--- src/rtl/pipe_pkg.sv ---
// pipe_pkg: shared pipeline widths, defaults and the IF/ID entry record.
package pipe_pkg;
  localparam int XLEN_DEF = 32;
  localparam logic [XLEN_DEF-1:0] NOP_INSTR_DEF = 32'h0;
  typedef struct packed {
    logic [XLEN_DEF-1:0] pc;
    logic [XLEN_DEF-1:0] instr;
  } if_id_entry_t;
endpackage

--- src/rtl/if_id_queue.sv ---
// if_id_queue: DEPTH-entry {pc, instr} FIFO between fetch and decode with flush and occupancy.
module if_id_queue
  import pipe_pkg::*;
#(
  parameter int XLEN = XLEN_DEF,
  parameter int DEPTH = 4,
  parameter logic [XLEN-1:0] NOP_INSTR = NOP_INSTR_DEF
) (
  input  logic                     clk_i,
  input  logic                     rst_i,
  input  logic                     start_i,
  input  logic                     if_valid_i,
  output logic                     if_ready_o,
  input  logic [XLEN-1:0]          pc_i,
  input  logic [XLEN-1:0]          instr_i,
  input  logic                     stall_i,
  input  logic                     mem_stall_i,
  input  logic                     flush_i,
  output logic                     id_valid_o,
  output logic [XLEN-1:0]          pc_o,
  output logic [XLEN-1:0]          instr_o,
  output logic [$clog2(DEPTH):0]   count_o
);
  localparam int AW = $clog2(DEPTH);
  localparam int PW = AW + 1;
  if_id_entry_t   r_mem [DEPTH];
  logic [PW-1:0]  r_wr, r_rd;
  logic [XLEN-1:0] r_last_pc;
  logic w_empty, w_full, w_enq, w_deq;
  if_id_entry_t w_head;
  always_comb begin
    w_empty = r_wr == r_rd;
    w_full  = (r_wr[AW] != r_rd[AW]) && (r_wr[AW-1:0] == r_rd[AW-1:0]);
    w_enq   = if_valid_i & ~w_full;
    w_deq   = ~w_empty & ~(stall_i | mem_stall_i);
    w_head  = r_mem[r_rd[AW-1:0]];
  end
  // r_last_pc shadows the visible head so pc_o holds its value once the queue drains
  always_ff @(posedge clk_i or negedge rst_i) begin
    if (!rst_i) begin
      r_wr      <= '0;
      r_rd      <= '0;
      r_last_pc <= '0;
      for (int i = 0; i < DEPTH; i++) r_mem[i] <= '0;
    end else if (start_i) begin
      if (!w_empty) r_last_pc <= w_head.pc;
      if (flush_i) r_rd <= r_wr;
      else begin
        if (w_enq) begin
          r_mem[r_wr[AW-1:0]] <= '{pc: pc_i, instr: instr_i};
          r_wr <= r_wr + PW'(1);
        end
        if (w_deq) r_rd <= r_rd + PW'(1);
      end
    end
  end
  always_comb begin
    id_valid_o = ~w_empty;
    if_ready_o = ~w_full;
    pc_o       = w_empty ? r_last_pc : w_head.pc;
    instr_o    = w_empty ? NOP_INSTR : w_head.instr;
    count_o    = r_wr - r_rd;
  end
endmodule

--- config.mk ---
export PLATFORM = sky130hd
export DESIGN_NAME = if_id_queue
export DESIGN_NICKNAME = d
export VERILOG_FILES = /design/src/rtl/pipe_pkg.sv /design/src/rtl/if_id_queue.sv
export SDC_FILE = /design/constraint.sdc
export NUM_CORES = 1
export LEC_CHECK = 0
export ABC_AREA = 1
export CAP_MARGIN = 25
export CORE_MARGIN = 4
export CORE_UTILIZATION = 58
export DETAILED_ROUTE_END_ITERATION = 12
export PLACE_DENSITY = 0.81
export SYNTH_ARGS = -nofsm -noshare
export SYNTH_HDL_FRONTEND = slang
export SYNTH_SLANG_ARGS = --single-unit
export TNS_END_PERCENT = 100
--- constraint.sdc ---
create_clock -name clk_i -period 3.2 [get_ports clk_i]
set_input_delay 0.64 -clock clk_i [delete_from_list [all_inputs] [get_ports clk_i]]
set_output_delay 0.64 -clock clk_i [all_outputs]
set_load 0.005 [all_outputs]
==> impl_metrics.csv, run 1 <==
group,metric,value,unit
run_status,status,"finished with violations",
run_status,violations,"setup timing",
die,dieArea,27500,um^2
route,wl_per_cell,16.0,um
die,die_h,166,um
cells_and_area,fin_util,70.5,%
yosys,yosysSeqAreaShare,51.0,%
cells_and_area,drive_gt1_share,5.35,%
route,via_count,13030,
timing,fin_hold_ws,70.3,ps
power,p_leak,9.29,nW
yosys,syn_inst,2009,
yosys,synth-seq-cells,294,
place,io_buffers,139,
critical_path,cp_max_fo,9,
timing,rsz0062_at_grt,"true",
power,pwr_density_cell,1100,nW/um^2
critical_path,worst_path_most_repeated_cell,"nand2_1",
route,drcViolationCount,0,
global_routing,grt_pass1_vias,12946,
global_routing,grt_first_pass_wirelength,65600,um
die,rows,57,
timing,slew_viol_final,0,
global_routing,grt_max_degree,86,
power,vdd_ir_drop_max,0.620,mV
critical_path,path_buf_inv,4,
critical_path,crit_start,"r_rd[0]",
cts,htree_levels,1,
critical_path,startpoint_type,"register",
place,place.gp.congestion,0.880,
cts,cts_max_path_buffers,3,
timing,max_slew_margin,55.9,%
route,ant_nets,0,
yosys,syn_nets,2088,
global_routing,groute.usage.overall,28.4,%
timing,finalCriticalPeriod,3300,ps
route,wl,39200,um
flow_run,cap_viol_max_count,0,
critical_path,reg2reg_from,"r_rd[0]",
cells_and_area,fin_area,17200,um^2
timing,setup_viol,42,
route,drtIter0Drc,1244,
cells_and_area,antenna_cells,0,
cells_and_area,syn2layout_area_growth,19.1,%
timing,clock.fmax,303,MHz
power,finalPower,18.9,mW
yosys,syn_area_per_cell,7.19,um^2
cells_and_area,finalNetCount,2188,
cells_and_area,stdcell_count,2456,
yosys,synthesis.area,14400,um^2
timing,fin_crit_sh,103,%
yosys,yosys_warnings,0,
cts,cts_tree,"done",
cells_and_area,final_common_cell,"nand2_1",
route,firstDrtPassIters,7,
die,ioPinCount,140,
place,place_area,16100,um^2
critical_path,required,2560,ps
place,placed_cells,2396,
cts,cts.sinks,294,
cts,cts_root_buf,"clkbuf_16",
critical_path,path_cells,"ha_1 -> nand2_1 -> inv_2 -> nand3_4 -> inv_8 -> bufbuf_16 -> nand2_1 -> and2_1 -> clkdlybuf4s50_1",
cts,cts_buffers,30,
global_routing,grt.overflow.total,0,
yosys,synth_cell_type_count,24,
critical_path,arrival,2660,ps
place,dp_slack,292,ps
critical_path,slowest_stage,"dfrtp_4",
timing,clock_skew,7.51,ps
critical_path,worst_setup_path_end_kind,"primary output",
global_routing,antenna_found_initial,0,
die,start_util,59.2,%
route,viasPerCell,5.31,
place,hpwl,22800,um
cts,clkLatencyLatePin,550,ps
cells_and_area,final_cell_mix,"nand2_1, dfrtp_1, inv_1, nand3_1, nor2_1",
timing,fin_ws,-104,ps
die,die_w,166,um
timing,worst_pin_slew,662,ps
hold_path,hold_path.class,"input port to asynchronous set/reset pin",
cts,clk_pin_slew_worst_paths,60,ps
timing,fin_setup_tns,-1150,ps
critical_path,critical_path_class,"register to primary output",
critical_path,critPathMaxStageDelay,500,ps
timing,hold_viol_final,0,
die,core,24400,um^2
critical_path,critPathTopFamily,"buffers and inverters",
cts,postCtsHoldBufs,0,
[power breakdown]
group          internal (mW)  switching (mW)  leakage (nW)
logic                   4.13            4.87          5.09
clock network           2.06            1.43         0.482
registers               5.44           0.925          3.72
total                   11.6            7.22          9.29
[path summary, 6_finish.rpt]
| check | slack [ps] | cells past startpoint | to |
|---|---|---|---|
| max | -100 | 9 | pc_o[21] |
| min in group clk_i | 470 | 2 | r_mem[28] |
| max in group asynchronous | 2250 | 2 | r_mem[231] |
| max reg2reg | 860 | 10 | r_mem[91] |
| min reg2reg | 470 | 2 | r_mem[28] |
| min | 70 | 1 | r_last_pc[23] |
[worst reg2reg max path: cells and delay by family (launching register included)]
family / cells / cell delay [ps]
adder cells (fa/ha/maj): 1 / 300
buffers and inverters: 3 / 600
flip-flops: 1 / 500
AND/OR/NAND/NOR: 6 / 880
[registers in the layout, indices dropped and copies added, names as in the netlist]
name,count
r_wr,3
r_mem,256
r_last_pc,32
r_rd,3
[layer usage]
layer  part of all wire (%)  GRT usage, %  vias up  routed length [um]
met5                      0             0        -                   0
met4                    1.6          7.75        0                 639
met3                    8.3          4.40       61                3240
met2                     47          47.1      591               18500
met1                     43          39.4     6135               16800
li1                       -             -     6243                   -
[logic make-up after synthesis]
logic type,synth area share (%)
flops,51.0
buf+inv,8.41
simple gates,36.3
fa+ha+maj,0.745
compound gates,3.48
xor+xnor,0.121
[Yosys cell counts]
cell	count	area share, %
nand2_1	1015	26
dfrtp_1	294	51
inv_1	171	4.4
nand3_1	132	4.6
nor2_1	131	3.4
o21ai_0	66	2.3
buf_2	57	2.0
a21oi_1	32	1.1
and2_1	32	1.4
clkbuf_1	26	0.68
buf_1	13	0.34
buf_4	8	0.42
ha_1	7	0.61
buf_6	5	0.39
inv_2	5	0.13
nand2_2	4	0.17
nor2_4	3	0.23
xor2_1	2	0.12
fa_1	1	0.14
inv_4	1	0.043
nand2_4	1	0.078
nor2_2	1	0.043
o21ai_1	1	0.035
o22ai_1	1	0.043
[layout make-up]
class	instances	area, um^2
clock buffers	51	941
inverters	177	676
flip-flops and latches	294	7360
multi-input cells	1429	5920
well taps	324	405
repair buffers	177	1850
fillers	1944	7190
clock inverters	4	47.5
[what timing repair did]
item | CTS | global route
gates resized for setup | 25 | 11
setup endpoints to repair | 65 | 59
gates cloned | 2 | 0
pin swaps | 0 | 1
buffers inserted | 2 | 1
Power figures use the tool's default switching activity.
==> run 2: changes to the inputs <==
--- a/config.mk
+++ b/config.mk
@@ -6,11 +6,11 @@
 export NUM_CORES = 1
 export LEC_CHECK = 0
 export ABC_AREA = 1
-export CAP_MARGIN = 25
 export CORE_MARGIN = 4
 export CORE_UTILIZATION = 58
 export DETAILED_ROUTE_END_ITERATION = 12
 export PLACE_DENSITY = 0.81
+export SLEW_MARGIN = 20
 export SYNTH_ARGS = -nofsm -noshare
 export SYNTH_HDL_FRONTEND = slang
 export SYNTH_SLANG_ARGS = --single-unit
==> results of run 2 <==
Same layout as run 1: the final DEF is identical, and so are final timing and power.
==> run 3: changes to the inputs <==
--- a/config.mk
+++ b/config.mk
@@ -10,7 +10,7 @@
 export CORE_UTILIZATION = 58
 export DETAILED_ROUTE_END_ITERATION = 12
 export PLACE_DENSITY = 0.81
-export SLEW_MARGIN = 20
+export SKIP_CTS_REPAIR_TIMING = 1
 export SYNTH_ARGS = -nofsm -noshare
 export SYNTH_HDL_FRONTEND = slang
 export SYNTH_SLANG_ARGS = --single-unit
==> run 3 against run 2 <==
  * The run still ends with setup timing left
  * Hold slack improved by 3.4 ps
  * Sequential cell count stayed put
  * First-iteration DRC count is 11% higher
  * Clock power about the same
  * Highest routed layer unchanged
  * Sequential power hardly changed
  * Critical path type unchanged
==> impl_metrics.csv, run 3 (synthesized netlist as in run 1, its figures left out) <==
group,metric,value,unit
run_status,status,"finished with violations",
run_status,violations,"setup timing",
power,p_leak,9.48,nW
cts,cts_root_buf,"clkbuf_16",
cells_and_area,drive_gt1_share,5.43,%
critical_path,cp_max_fo,26,
critical_path,startpoint_type,"register",
critical_path,critPathMaxStageDelay,550,ps
timing,clock.fmax,304,MHz
die,rows,57,
global_routing,grt_max_degree,86,
timing,fin_hold_ws,73.8,ps
cells_and_area,final_cell_mix,"nand2_1, dfrtp_1, inv_1, nand3_1, nor2_1",
global_routing,grt_first_pass_wirelength,64700,um
cells_and_area,regArea,7360,um^2
route,firstDrtPassIters,7,
critical_path,worst_setup_path_end_kind,"primary output",
die,die_w,166,um
die,core,24400,um^2
global_routing,antenna_found_initial,0,
place,io_buffers,139,
cells_and_area,nFillCells,1924,
critical_path,path_cells,"inv_2 -> ha_1 -> nand2_1 -> inv_2 -> nand3_4 -> inv_8 -> buf_8 -> a21oi_1 -> clkdlybuf4s50_1",
power,vdd_ir_drop_max,0.620,mV
route,ant_nets,0,
timing,finalCriticalPeriod,3290,ps
critical_path,arrival,2650,ps
timing,fin_crit_sh,103,%
cells_and_area,final_common_cell,"nand2_1",
global_routing,grt.overflow.total,0,
timing,rsz0062_at_grt,"true",
power,finalPower,19.0,mW
cells_and_area,finalNetCount,2191,
timing,hold_viol_final,0,
cells_and_area,fin_util,70.8,%
cells_and_area,fin_area,17300,um^2
cells_and_area,largest_register_ffs,256,
cells_and_area,antenna_cells,0,
cells_and_area,syn2layout_area_growth,19.7,%
critical_path,critical_path_class,"register to primary output",
timing,max_slew_margin,55.9,%
timing,setup_viol,39,
die,dieArea,27500,um^2
place,hpwl,22800,um
cts,htree_levels,1,
route,via_count,13103,
cts,clkLatencyLatePin,550,ps
die,start_util,59.2,%
place,placed_cells,2396,
cts,cts_tree,"done",
route,wl_per_cell,16.1,um
critical_path,worst_path_most_repeated_cell,"inv_2",
hold_path,hold_path.class,"input port to asynchronous set/reset pin",
cts,clk_pin_slew_worst_paths,60,ps
timing,slew_viol_final,0,
place,place.gp.congestion,0.880,
place,place_area,16100,um^2
power,pwr_density_cell,1100,nW/um^2
cells_and_area,registers.top_by_ff_count,"r_mem",
timing,worst_pin_slew,662,ps
global_routing,groute.usage.overall,27.9,%
cts,cts.sinks,294,
cells_and_area,multi_input_area,5920,um^2
timing,fin_ws,-94.7,ps
cells_and_area,stdcell_count,2459,
route,wl,39500,um
critical_path,required,2560,ps
cts,cts_buffers,30,
timing,fin_setup_tns,-1690,ps
cells_and_area,reg_top3,"r_mem x256, r_last_pc x32",
route,viasPerCell,5.33,
route,drcViolationCount,0,
timing,clock_skew,9.08,ps
place,dp_slack,292,ps
route,drtIter0Drc,1384,
die,die_h,166,um
die,ioPinCount,140,
cts,cts_max_path_buffers,3,
critical_path,slowest_stage,"clkdlybuf4s50_1",
flow_run,cap_viol_max_count,0,
global_routing,grt_pass1_vias,12863,
## run 3: cell count changes in the layout (fill, tap and decap cells not counted), sizes merged
cell,change
clkbuf,+2
bufbuf,-1
buf,+2
clkdlybuf4s50,-8
dlymetal6s2s,+16
dlygate4sd2,-8
## run 3: report_power, final
| group | leakage, nW | switching [mW] | internal [mW] |
|---|---|---|---|
| Clock | 0.482 | 1.42 | 2.06 |
| Sequential | 3.72 | 0.931 | 5.44 |
| Combinational | 5.28 | 4.93 | 4.18 |
| Total | 9.48 | 7.28 | 11.7 |
## run 3: final timing paths
path / from / endpoint / slack (ps) / depth (start not counted)
setup / recovery: r_wr[0] / instr_o[19] / -90 / 9
hold / removal: rst_i / r_last_pc[23] / 70 / 1
setup reg to reg: r_rd[0] / r_mem[91] / 840 / 10
hold reg to reg: r_mem[136] / r_mem[136] / 470 / 2
max in group asynchronous: rst_i / r_mem[142] / 2260 / 2
min in group clk_i: r_mem[136] / r_mem[136] / 470 / 2
## run 3: worst max-delay path, delay by kind of cell, from the launching register on
family                     cells  cell delay, ps
AOI/OAI and AO/OA              1             200
DFF                            1             410
and+or+nand+nor                2             210
buffers and inverters          5             950
adders and majority gates      1             310
## run 3: metal layers
metal | up-vias | GRT usage, % | share of wire [%]
met5 | - | 0 | 0
met4 | 0 | 7.60 | 1.9
met1 | 6181 | 39.0 | 42
met3 | 73 | 4.12 | 8.6
met2 | 610 | 46.3 | 47
li1 | 6239 | - | -
## run 3: cell type report
class	instances	share of cell area [%]
Sequential cell	294	42.6
Tap cell	324	2.35
Inverter	177	3.91
Clock buffer	51	5.45
Timing Repair Buffer	180	11.2
Multi-Input combinational cell	1429	34.3
Clock inverter	4	0.275
